## src/rtl/g9_imem_loader.sv

```systemverilog
// g9_imem_loader: boot-time byte-stream loader for the G9 instruction memory.
// Frame: LEN_HI, LEN_LO (word count N), then N big-endian 32-bit words.
// Optional feature macro G9_LOADER_CHECKSUM_EN adds a trailing XOR checksum byte
// over the data bytes; a mismatch halts in the error state.
// The processor is held in reset until the image completes successfully.

module g9_imem_loader #(
  parameter int unsigned ADDR_W = 9,
  parameter int unsigned DATA_W = 32
) (
  input  logic              clk,
  input  logic              reset,
  input  logic              rx_valid,
  input  logic [7:0]        rx_data,
  output logic              rx_ready,
  input  logic              reload,
  output logic              imem_we,
  output logic [ADDR_W-1:0] imem_addr,
  output logic [DATA_W-1:0] imem_din,
  output logic              cpu_reset,
  output logic              done,
  output logic              error
);

  localparam int unsigned Depth = 1 << ADDR_W;

  typedef enum logic [2:0] {
    StIdle,
    StLenH,
    StLenL,
    StData,
`ifdef G9_LOADER_CHECKSUM_EN
    StCsum,
`endif
    StDone,
    StErr
  } state_e;

  state_e              state_q;
  logic [15:0]         len_q;
  logic [ADDR_W-1:0]   widx_q;
  logic [1:0]          bcnt_q;
  logic [23:0]         asm_q;
`ifdef G9_LOADER_CHECKSUM_EN
  logic [7:0]          csum_q;
`endif

  logic        accept;
  logic [15:0] len_new;
  logic        last_word;

  assign accept    = rx_valid & rx_ready;
  assign len_new   = {len_q[15:8], rx_data};
  // len_q is at least 1 whenever the data state is reachable
  assign last_word = (16'(widx_q) == (len_q - 16'd1));

  // Byte acceptance is a pure decode of the current state
  always_comb begin
    rx_ready = 1'b0;
    case (state_q)
      StLenH, StLenL, StData: rx_ready = 1'b1;
`ifdef G9_LOADER_CHECKSUM_EN
      StCsum:                 rx_ready = 1'b1;
`endif
      default:                rx_ready = 1'b0;
    endcase
  end

  // Loader FSM with registered memory-write and status outputs
  always_ff @(posedge clk or negedge reset) begin
    if (!reset) begin
      state_q   <= StIdle;
      len_q     <= '0;
      widx_q    <= '0;
      bcnt_q    <= '0;
      asm_q     <= '0;
`ifdef G9_LOADER_CHECKSUM_EN
      csum_q    <= '0;
`endif
      imem_we   <= 1'b0;
      imem_addr <= '0;
      imem_din  <= '0;
      cpu_reset <= 1'b1;
      done      <= 1'b0;
      error     <= 1'b0;
    end else begin
      imem_we   <= 1'b0;
      // Release lags entry to DONE by one cycle so the last write strobe finishes
      // first; a reload re-asserts the hold immediately.
      cpu_reset <= (state_q != StDone) | reload;
      case (state_q)
        StIdle: state_q <= StLenH;
        StLenH: begin
          if (accept) begin
            len_q[15:8] <= rx_data;
            state_q     <= StLenL;
          end
        end
        StLenL: begin
          if (accept) begin
            len_q[7:0] <= rx_data;
            if (len_new == 16'd0 || 32'(len_new) > Depth) begin
              state_q <= StErr;
              error   <= 1'b1;
            end else begin
              state_q <= StData;
              widx_q  <= '0;
              bcnt_q  <= '0;
`ifdef G9_LOADER_CHECKSUM_EN
              csum_q  <= '0;
`endif
            end
          end
        end
        StData: begin
          if (accept) begin
`ifdef G9_LOADER_CHECKSUM_EN
            csum_q <= csum_q ^ rx_data;
`endif
            if (bcnt_q == 2'd3) begin
              imem_we   <= 1'b1;
              imem_addr <= widx_q;
              imem_din  <= DATA_W'({asm_q, rx_data});
              widx_q    <= widx_q + 1'b1;
              bcnt_q    <= '0;
              if (last_word) begin
`ifdef G9_LOADER_CHECKSUM_EN
                state_q <= StCsum;
`else
                state_q <= StDone;
                done    <= 1'b1;
`endif
              end
            end else begin
              asm_q  <= {asm_q[15:0], rx_data};
              bcnt_q <= bcnt_q + 2'd1;
            end
          end
        end
`ifdef G9_LOADER_CHECKSUM_EN
        StCsum: begin
          if (accept) begin
            if (rx_data == csum_q) begin
              state_q <= StDone;
              done    <= 1'b1;
            end else begin
              state_q <= StErr;
              error   <= 1'b1;
            end
          end
        end
`endif
        StDone, StErr: begin
          if (reload) begin
            state_q <= StLenH;
            done    <= 1'b0;
            error   <= 1'b0;
            len_q   <= '0;
            widx_q  <= '0;
            bcnt_q  <= '0;
            asm_q   <= '0;
`ifdef G9_LOADER_CHECKSUM_EN
            csum_q  <= '0;
`endif
          end
        end
        default: state_q <= StIdle;
      endcase
    end
  end

endmodule

```

## config.mk

```make
export PLATFORM = sky130hd
export DESIGN_NAME = g9_imem_loader
export DESIGN_NICKNAME = d
export VERILOG_FILES = /design/src/rtl/g9_imem_loader.sv
export SDC_FILE = /design/constraint.sdc
export NUM_CORES = 1
export LEC_CHECK = 0
export CELL_PAD_IN_SITES_DETAIL_PLACEMENT = 1
export CELL_PAD_IN_SITES_GLOBAL_PLACEMENT = 1
export CORE_MARGIN = 1
export CORE_UTILIZATION = 38
export CTS_CLUSTER_SIZE = 30
export DETAILED_ROUTE_END_ITERATION = 16
export HOLD_SLACK_MARGIN = 0.06
export PLACE_DENSITY_LB_ADDON = 0.1
export SLEW_MARGIN = 20
export SYNTH_ARGS = -nofsm -noshare
export SYNTH_HDL_FRONTEND = slang
export SYNTH_SLANG_ARGS = --single-unit
```

## constraint.sdc

```tcl
create_clock -name clk -period 2.3 [get_ports clk]
set_clock_uncertainty 0.05 [all_clocks]
set_input_delay 0.46 -clock clk [delete_from_list [all_inputs] [get_ports clk]]
set_output_delay 0.46 -clock clk [all_outputs]
set_load 0.005 [all_outputs]
```

======== Word level (Yosys, flattened, before mapping) ========
Cells that the tools add are included.
cells by class
  $add $sub $neg .......................... 3
  order comparisons ....................... 1
  eq/ne operators ......................... 17
  multiplexer cells ....................... 40
  bitwise logic cells ..................... 2
  reductions and logical operators ........ 18
operator list
  cell                                                  count
  2-to-1 mux 24 bit                                     3
  case mux 24 bit (2 select lines)                      1
  2-to-1 mux 9 bit                                      5
  case mux 8 bit (2 select lines)                       2
  case mux 9 bit (3 select lines)                       1
  2-to-1 mux 3 bit                                      7
  != test 2 bit, second input constant                  9
  equality test 9 x 16 -> 1 bit                         1
  > comparator 16 x 10 -> 1 bit, second input constant  1
  zero test 16 bit                                      1
  2-to-1 mux 16 bit                                     1
  subtractor 16 x 1 -> 16 bit, second input constant    1
  case mux 3 bit (5 select lines)                       1
  AND reduction 6 bit                                   2
  2-to-1 mux 1 bit                                      10
  2-to-1 mux 2 bit                                      5
  AND reduction 5 bit                                   2
  adder 9 x 1 -> 9 bit, second input constant           1
  AND reduction 3 bit                                   3
  2-to-1 mux 8 bit                                      1
  AND reduction 4 bit                                   2
  equality test 3 x 2 -> 1 bit, second input constant   2
  equality test 3 bit, second input constant            2
  case mux 2 bit (3 select lines)                       1
  other kinds (13)                                      16
word-level totals
  register bits after elaboration ......... 99
  input port bits ......................... 12
  output and inout port bits .............. 46
  word-level logic and storage cells ...... 93

======== Depth between registers and ports, before layout ========
Gate-level depths: netlist (run 1).
  word-level depth ........................ 6
  depth in mapped cells ................... 9
  depth with buffers taken out ............ 8

======== Worst setup path after synthesis (run 1) ========
No wires, ideal clock.
  kind .................................... input port to flip-flop
  from .................................... in rx_data[2]
  to ...................................... reg widx_q[6]
  setup time .............................. 0.130 ns
  arrival ................................. 2.034 ns
  required time ........................... 2.120 ns
  setup slack ............................. 0.086 ns
  stages .................................. 6
  path buffers ............................ 0
  cell sequence ........................... or4_1 > o31a_1 > o31ai_4 > a41oi_4 > o21ai_1 > o21ai_1
on the way
  word-level cells in the longest chain between the ends .. 4
  elaborated cells between the ends (all ways) .. 5
  those cells by class .................... order compare: 1; eq/ne: 1; reduce/logical: 3
ends and longest elaborated chain
  what                                                                      RTL line  text
  start: declaration                                                        14        input logic [7:0] rx_data,
  > comparator 16 x 10 -> 1 bit / zero test 16 bit (equally long branches)  102       if (len_new == 16'd0 || 32'(len_new) > Depth) begin
  logical OR 1 bit (*)                                                      102
  != test 2 bit (no line) (*)                                               n/a
  AND reduction 6 bit (no line) (*)                                         n/a
  end signal: assignment                                                    124       widx_q <= widx_q + 1'b1;
  end: declaration                                                          41        logic [ADDR_W-1:0] widx_q;
Every way passes the cells marked *; elsewhere a longest branch is shown, timed or not.
A chain may end at the register's enable or synchronous reset.

======== Worst setup path after layout (run 1) ========
  from .................................... reg len_q[0]
  to ...................................... reg state_q[0]
on the way
  word-level cells in the longest chain between the ends .. 4
ends and longest elaborated chain
  what                           RTL line  text
  start: declaration             40        logic [15:0] len_q;
  start signal: assignment       101       len_q[7:0] <= rx_data;
  subtractor 16 x 1 -> 16 bit    55        assign last_word = (16'(widx_q) == (len_q - 16'd1));
  equality test 9 x 16 -> 1 bit  55
  != test 2 bit (no line)        n/a
  AND reduction 6 bit (no line)  n/a
  end signal: assignment         72        state_q <= StIdle;
  end signal: assignment         92        StIdle: state_q <= StLenH;
  end signal: assignment         96        state_q <= StLenL;
  end: declaration               39        state_e state_q;
Every way passes these cells.

==> flow_summary.toml, run 1 <==
[clock_network]
clockBufferDepth = 2
clk_latency_ns = 0.34
clock-root-buffer = "clkbuf_16"
tritoncts = "yes"
clock-sinks = 99
htreeDepth = 3
cts_buffers = 9
path_clk_slew_ns = 0.07

[final_layout]
stdcell_area_sq_mm = 0.00597
final_common_cell = "nand2_1"
antennaDiodeCount = 0
multi_input_area_sq_mm = 0.00201
drive_above_1_share = 0.143
area_growth_syn_to_layout_pct = 30.8
final_cell_mix = "nand2_1 (204), dfrtp_1 (97), clkdlybuf4s50_1 (51)"
nets = 627
nFillCells = 1330
seq_area_sq_mm = 0.00248
fin_cells = 759

[floorplanning]
core_area_sq_mm = 0.0116
dieArea_sq_mm = 0.0125
initial_core_util = 0.395
die_x_um = 112
pin_count = 58
die_h_um = 112
fp-row-count = 39

[global_routing]
track_usage = 0.215
overflow = 0
grt_max_degree = 60
grt_pass1_wl_um = 21100
grt_pass1_vias = 4078
grt_antenna_before_repair = 0

[route]
antenna_left = 0
wl_per_cell_um = 16.3
dr.pass1.iters = 10
viasPerCell = 5.16
top_layer = "met4"
wl_um = 12400
route.detailed.drc = 2
wl_met1_um = 5930
drtIter0Drc = 137
vias = 3920
wl_met3_um = 393
met2WireLength_um = 5930

[min_path]
hold_class = "reg -> reg"

[yosys]
async_flop_share = 1.00
seq_area_frac_synth = 0.542
syn-num-nets = 539
postSynthCellCount = 524
yosys.area.top_type = "dfrtp_1"
synth_area_leaders = "dfrtp_1 (54%), nand2_1 (17%), o21ai_0 (5.1%), clkbuf_1 (2.0%), o21ai_1 (1.9%)"
ys_seq_elements = 99
yosys_most_used_dff = "dfrtp_1"
netlist_area_sq_mm = 0.00457
syn_avg_cell_area_sq_um = 8.72
synth_edf_count = 0
synthDistinctLibCells = 45
yosysWarnings = 0
synth_top_area_share = 0.537

[sta]
hold_violations = 0
finalSetupTns_ns = 0
fin_crit_ns = 2.25
fmax_mhz = 445
whs_ns = 0.425
slew_headroom = 0.617
setup_viol_count_final = 0
worstMarginPinSlew_ns = 0.567
rsz0062_at_grt = "true"
slew_viol_final = 0
post-route-period-util = 0.976

[worst_setup_path]
cp.required_ns = 2.46
critical_path.max_fanout = 4
r2r-end = "state_q[0]"
reg2reg_slack_ns = 0.05
critPathLaunch = "len_q[0]"
worstSetupEndpoint = "state_q[0]"
reg2reg_from = "len_q[0]"
cp-end-kind = "flip-flop"
worstSetupPathType = "reg -> reg"
arrival_ns = 2.40
startpoint_type = "flip-flop"
r2r_cells = 7

[run_status]
status = "complete, but fails checks"
violations = "design-rule violations"

[power]
leakage_nw = 2.81
power_mw = 7.06
pwr_density_cell_mw_per_mm2 = 1180
irDropWorstVdd_mv = 0.429

[placement]
io_buffers = 57
place_area_sq_mm = 0.00560
dp_hpwl_um = 8750
gp_congestion = 0.816
dp_cells = 741

[job]
maxCapViolCount = 0
## logic make-up after synthesis
logic type | count (synthesis) | share of synthesized area
buf+inv | 39 | 0.0340
xor+xnor | 10 | 0.0192
fa+ha+maj | 3 | 0.00822
mux | 2 | 0.00438
compound gates | 91 | 0.119
flops | 99 | 0.542
simple gates | 280 | 0.273
## power by group
group          internal [mW]  switching [mW]
clock                  0.854           0.695
combinational           1.34            1.38
sequential              2.30           0.497
total                   4.50            2.57
## area by class of cell
type,count,area share
flip-flops and latches,99,0.415
multi-input cells,387,0.336
inverters,8,0.00503
clock buffers,9,0.0377
clock inverters,6,0.0126
repair buffers,107,0.164
well taps,143,0.0299
## cell usage after synthesis (2+ instances only)
| cell | instances |
|---|---|
| nor2b_1 | 5 |
| or4_4 | 2 |
| buf_2 | 7 |
| clkbuf_1 | 24 |
| nand3b_1 | 3 |
| nand2_1 | 204 |
| nor2_1 | 16 |
| dfrtp_1 | 98 |
| nor3b_1 | 3 |
| nor4_4 | 2 |
| inv_1 | 7 |
| nand4_1 | 8 |
| xnor2_1 | 9 |
| o311ai_0 | 2 |
| nand2b_1 | 4 |
| o21ai_1 | 17 |
| o21ai_0 | 47 |
| o211ai_1 | 4 |
| or4_1 | 2 |
| nor3_1 | 4 |
| and3_1 | 4 |
| or3_1 | 5 |
| or2_2 | 3 |
| mux2i_1 | 2 |
| a21oi_1 | 6 |
| nor4_1 | 6 |
| nand3_1 | 6 |
| ha_1 | 3 |
| a31oi_1 | 5 |
## per-layer routing
layer  up-vias  GRT usage
met4         0     0.0495
met1      1925      0.293
met2        66      0.356
met3        11     0.0370
li1       1918          -
met5         -          0
## critical path: stages (launching register included)
cell and delay, ns:
dfrtp_1 0.39, buf_4 0.14, or3_4 0.41, or3_1 0.33, a21boi_1 0.13, a21oi_1 0.08, or4_4 0.43, a2bb2oi_1 0.15
## state kept, by name, summed over array words and instances (netlist names)
signal,cells
error,1
imem_din,32
asm_q,24
bcnt_q,2
len_q,16
imem_we,1
state_q,3
imem_addr,9
widx_q,9
done,1
cpu_reset,1
## worst min path at each step
stage,startpoint,endpoint,slack [ns],cells past startpoint
detailed placement,reset,bcnt_q[1],0.30,1
finish,imem_din[18],imem_din[18],0.42,2
floorplan,reset,asm_q[0],0.11,0
CTS,asm_q[22],imem_din[30],0.43,2
global route,imem_din[20],imem_din[20],0.45,2
global placement,reset,bcnt_q[1],0.30,1
## stage by stage
stage               worst slack, ns   util
floorplan                    0.0856      -
detailed placement           -0.508  0.485
finish                       0.0549  0.517
CTS                         0.00153  0.513
global placement             -0.401  0.485
global route                -0.0601  0.517
## what timing repair did
action / 4_1_cts / 5_1_grt
resized for setup: 8 / 7
hold endpoints to repair: 14 / 0
cloned: 1 / 0
setup buffers: 0 / 1
pin swaps: 10 / 7
setup endpoints to repair: 13 / 14
hold buffers: 1 / 0
Power figures use the tool's default switching activity.
==> inputs of run 2 (changes only) <==
--- a/config.mk
+++ b/config.mk
@@ -5,6 +5,7 @@
 export SDC_FILE = /design/constraint.sdc
 export NUM_CORES = 1
 export LEC_CHECK = 0
+export CAP_MARGIN = 40
 export CELL_PAD_IN_SITES_DETAIL_PLACEMENT = 1
 export CELL_PAD_IN_SITES_GLOBAL_PLACEMENT = 1
 export CORE_MARGIN = 1
==> constraint.sdc (replaced) <==
create_clock -name clk -period 2 [get_ports clk]
set_clock_uncertainty 0.05 [all_clocks]
set_input_delay 0.4 -clock clk [delete_from_list [all_inputs] [get_ports clk]]
set_output_delay 0.4 -clock clk [all_outputs]
set_load 0.005 [all_outputs]
==> flow_summary.toml, run 2 (same netlist as run 1, synthesis figures left out) <==
[run_status]
status = "complete, but fails checks"
violations = "design-rule violations, negative setup slack"

[route]
antenna_left = 0
met2WireLength_um = 6310
vias = 4061
wl_met3_um = 407
wl_per_cell_um = 16.6
top_layer = "met4"
wl_um = 13100
viasPerCell = 5.15
route.detailed.drc = 6
drtIter0Drc = 138
dr.pass1.iters = 10
wl_met1_um = 6150

[sta]
fin_crit_ns = 2.31
fmax_mhz = 432
finalSetupTns_ns = -3.11
setup_viol_count_final = 16
worstMarginPinSlew_ns = 0.426
slew_viol_final = 0
rsz0062_at_grt = "true"
slew_headroom = 0.716
hold_violations = 0
post-route-period-util = 1.16
setup_ws_ns = -0.312

[placement]
pre_cts_ws_ns = -0.745
dp_hpwl_um = 9200
io_buffers = 57
gp_congestion = 0.811

[power]
leakage_nw = 3.01
seqPwrFrac = 0.365
power_mw = 8.59
clkPwrFrac = 0.191
combPwrFrac = 0.444
pwr_density_cell_mw_per_mm2 = 1360
p_sw_frac = 0.366
irDropWorstVdd_mv = 0.555
internal-power_mw = 5.45
power.switching_mw = 3.14

[worst_setup_path]
reg2reg_slack_ns = -0.31
critPathMaxStageDelay_ns = 0.53
cp.required_ns = 2.18
r2r-end = "state_q[0]"
path_delay_family = "simple AND/OR/NAND/NOR gates"
worstSetupPathType = "reg -> reg"
crit_top_cell = "or3_4"
cp-end-kind = "flip-flop"
startpoint_type = "flip-flop"
worstPathCellList = "buf_6, or3_4, or3_4, a21boi_2, a21oi_2, or4_4, a2bb2oi_1"
critPathSlowestCell = "or4_4"
critical_path.max_fanout = 3
critPathBufInv = 1
r2r_cells = 7
reg2reg_from = "len_q[1]"
arrival_ns = 2.49

[final_layout]
reg_top3 = "imem_din: 32 flops, asm_q: 24 flops, len_q: 16 flops"
final_common_cell = "nand2_1"
antennaDiodeCount = 0
area_growth_syn_to_layout_pct = 37.8
largest_reg_flops = 32
drive_above_1_share = 0.217
regMostFlops = "imem_din"
final_cell_mix = "nand2_1 (204), dfrtp_1 (97), buf_4 (74)"
nFillCells = 1345
nets = 656
fin_util = 0.545
seq_area_sq_mm = 0.00248
multi_input_area_sq_mm = 0.00212

[global_routing]
overflow = 0
grt_pass1_wl_um = 22000
track_usage = 0.226
grt_pass1_vias = 4374
grt_antenna_before_repair = 0
grt_max_degree = 49

[floorplanning]
fp-row-count = 39
dieArea_sq_mm = 0.0125
initial_core_util = 0.395
die_x_um = 112
pin_count = 58
die_h_um = 112
core_area_sq_mm = 0.0116

[min_path]
min-delay-start = "rx_data[5]"
min_to = "imem_din[5]"
hold_class = "in -> reg"
min_path_cells = 4

[clock_network]
path_clk_slew_ns = 0.07
cts_buffers = 9
htreeDepth = 3
clockBufferDepth = 2
clock-root-buffer = "clkbuf_16"
clk_latency_ns = 0.35
tritoncts = "yes"
clock-sinks = 99

[job]
maxCapViolCount = 0
-- run 2: changes by cell type in the layout (fill, tap and decap cells not counted), sizes merged --
cell	previous run	this run
buf	50	79
clkdlybuf4s50	51	50
clkbuf	9	11
dlymetal6s2s	0	2
clkinvlp	1	0
inv	10	9
bufinv	1	0
clkinv	2	4
dlygate4sd2	5	4
-- run 2: timing repair --
action | CTS | global route
endpoints found under the hold margin | 29 | 0
hold buffers | 1 | 0
endpoints found under the setup margin | 17 | 39
pin swaps | 14 | 14
gates resized for setup | 16 | 25
cloned | 1 | 0
buffers inserted | 4 | 4
-- run 2: routing by layer --
layer  track usage  vias to the layer above
li1              -                     1984
met1         0.298                     1997
met2         0.369                       64
met3        0.0430                       16
met4        0.0847                        0
met5             0                        -
-- run 2: power by group through the flow --
stage | clock network, mW | registers [mW] | logic (mW)
finish | 1.64 | 3.14 | 3.81
global route | 1.74 | 3.23 | 4.22
CTS | 1.66 | 3.13 | 3.55
detailed placement | 0 | 3.15 | 3.40
global placement | 0 | 3.13 | 3.26
floorplan | 0 | 3.07 | 1.69
-- run 2: worst max path at each step --
stage                    start         end  slack, ns  cells past startpoint
finish                len_q[1]  state_q[0]      -0.31                      7
global placement    rx_data[2]   widx_q[8]      -0.64                      7
detailed placement  rx_data[2]   widx_q[5]      -0.75                      7
global route          len_q[0]  state_q[0]      -0.39                      8
floorplan            len_q[11]   widx_q[6]      -0.13                      6
CTS                   len_q[8]   widx_q[5]      -0.25                      6
-- run 2: metrics by stage --
stage | instances | hold WS [ns] | area (sq um)
6_report | 789 | 0.333 | 6300
5_1_grt | 789 | 0.359 | 6300
4_1_cts | 785 | 0.424 | 6150
3_5_place_dp | 763 | 0.324 | 5790
3_3_place_gp | 763 | 0.323 | 5790
2_1_floorplan | 524 | 0.0544 | 4570
-- run 2: final cells by class --
cell class | instances | area share
sequential | 99 | 0.394
multi-input combinational | 387 | 0.337
inverter | 8 | 0.00477
clock inverter | 5 | 0.00616
tap | 143 | 0.0284
clock buffer | 11 | 0.0369
timing repair buffer | 136 | 0.193
-- run 2: tightest hold or removal path, stage by stage --
cell            delay (ns)
dlymetal6s2s_1        0.10
buf_4                 0.12
nand2_1               0.04
nand2_1               0.04
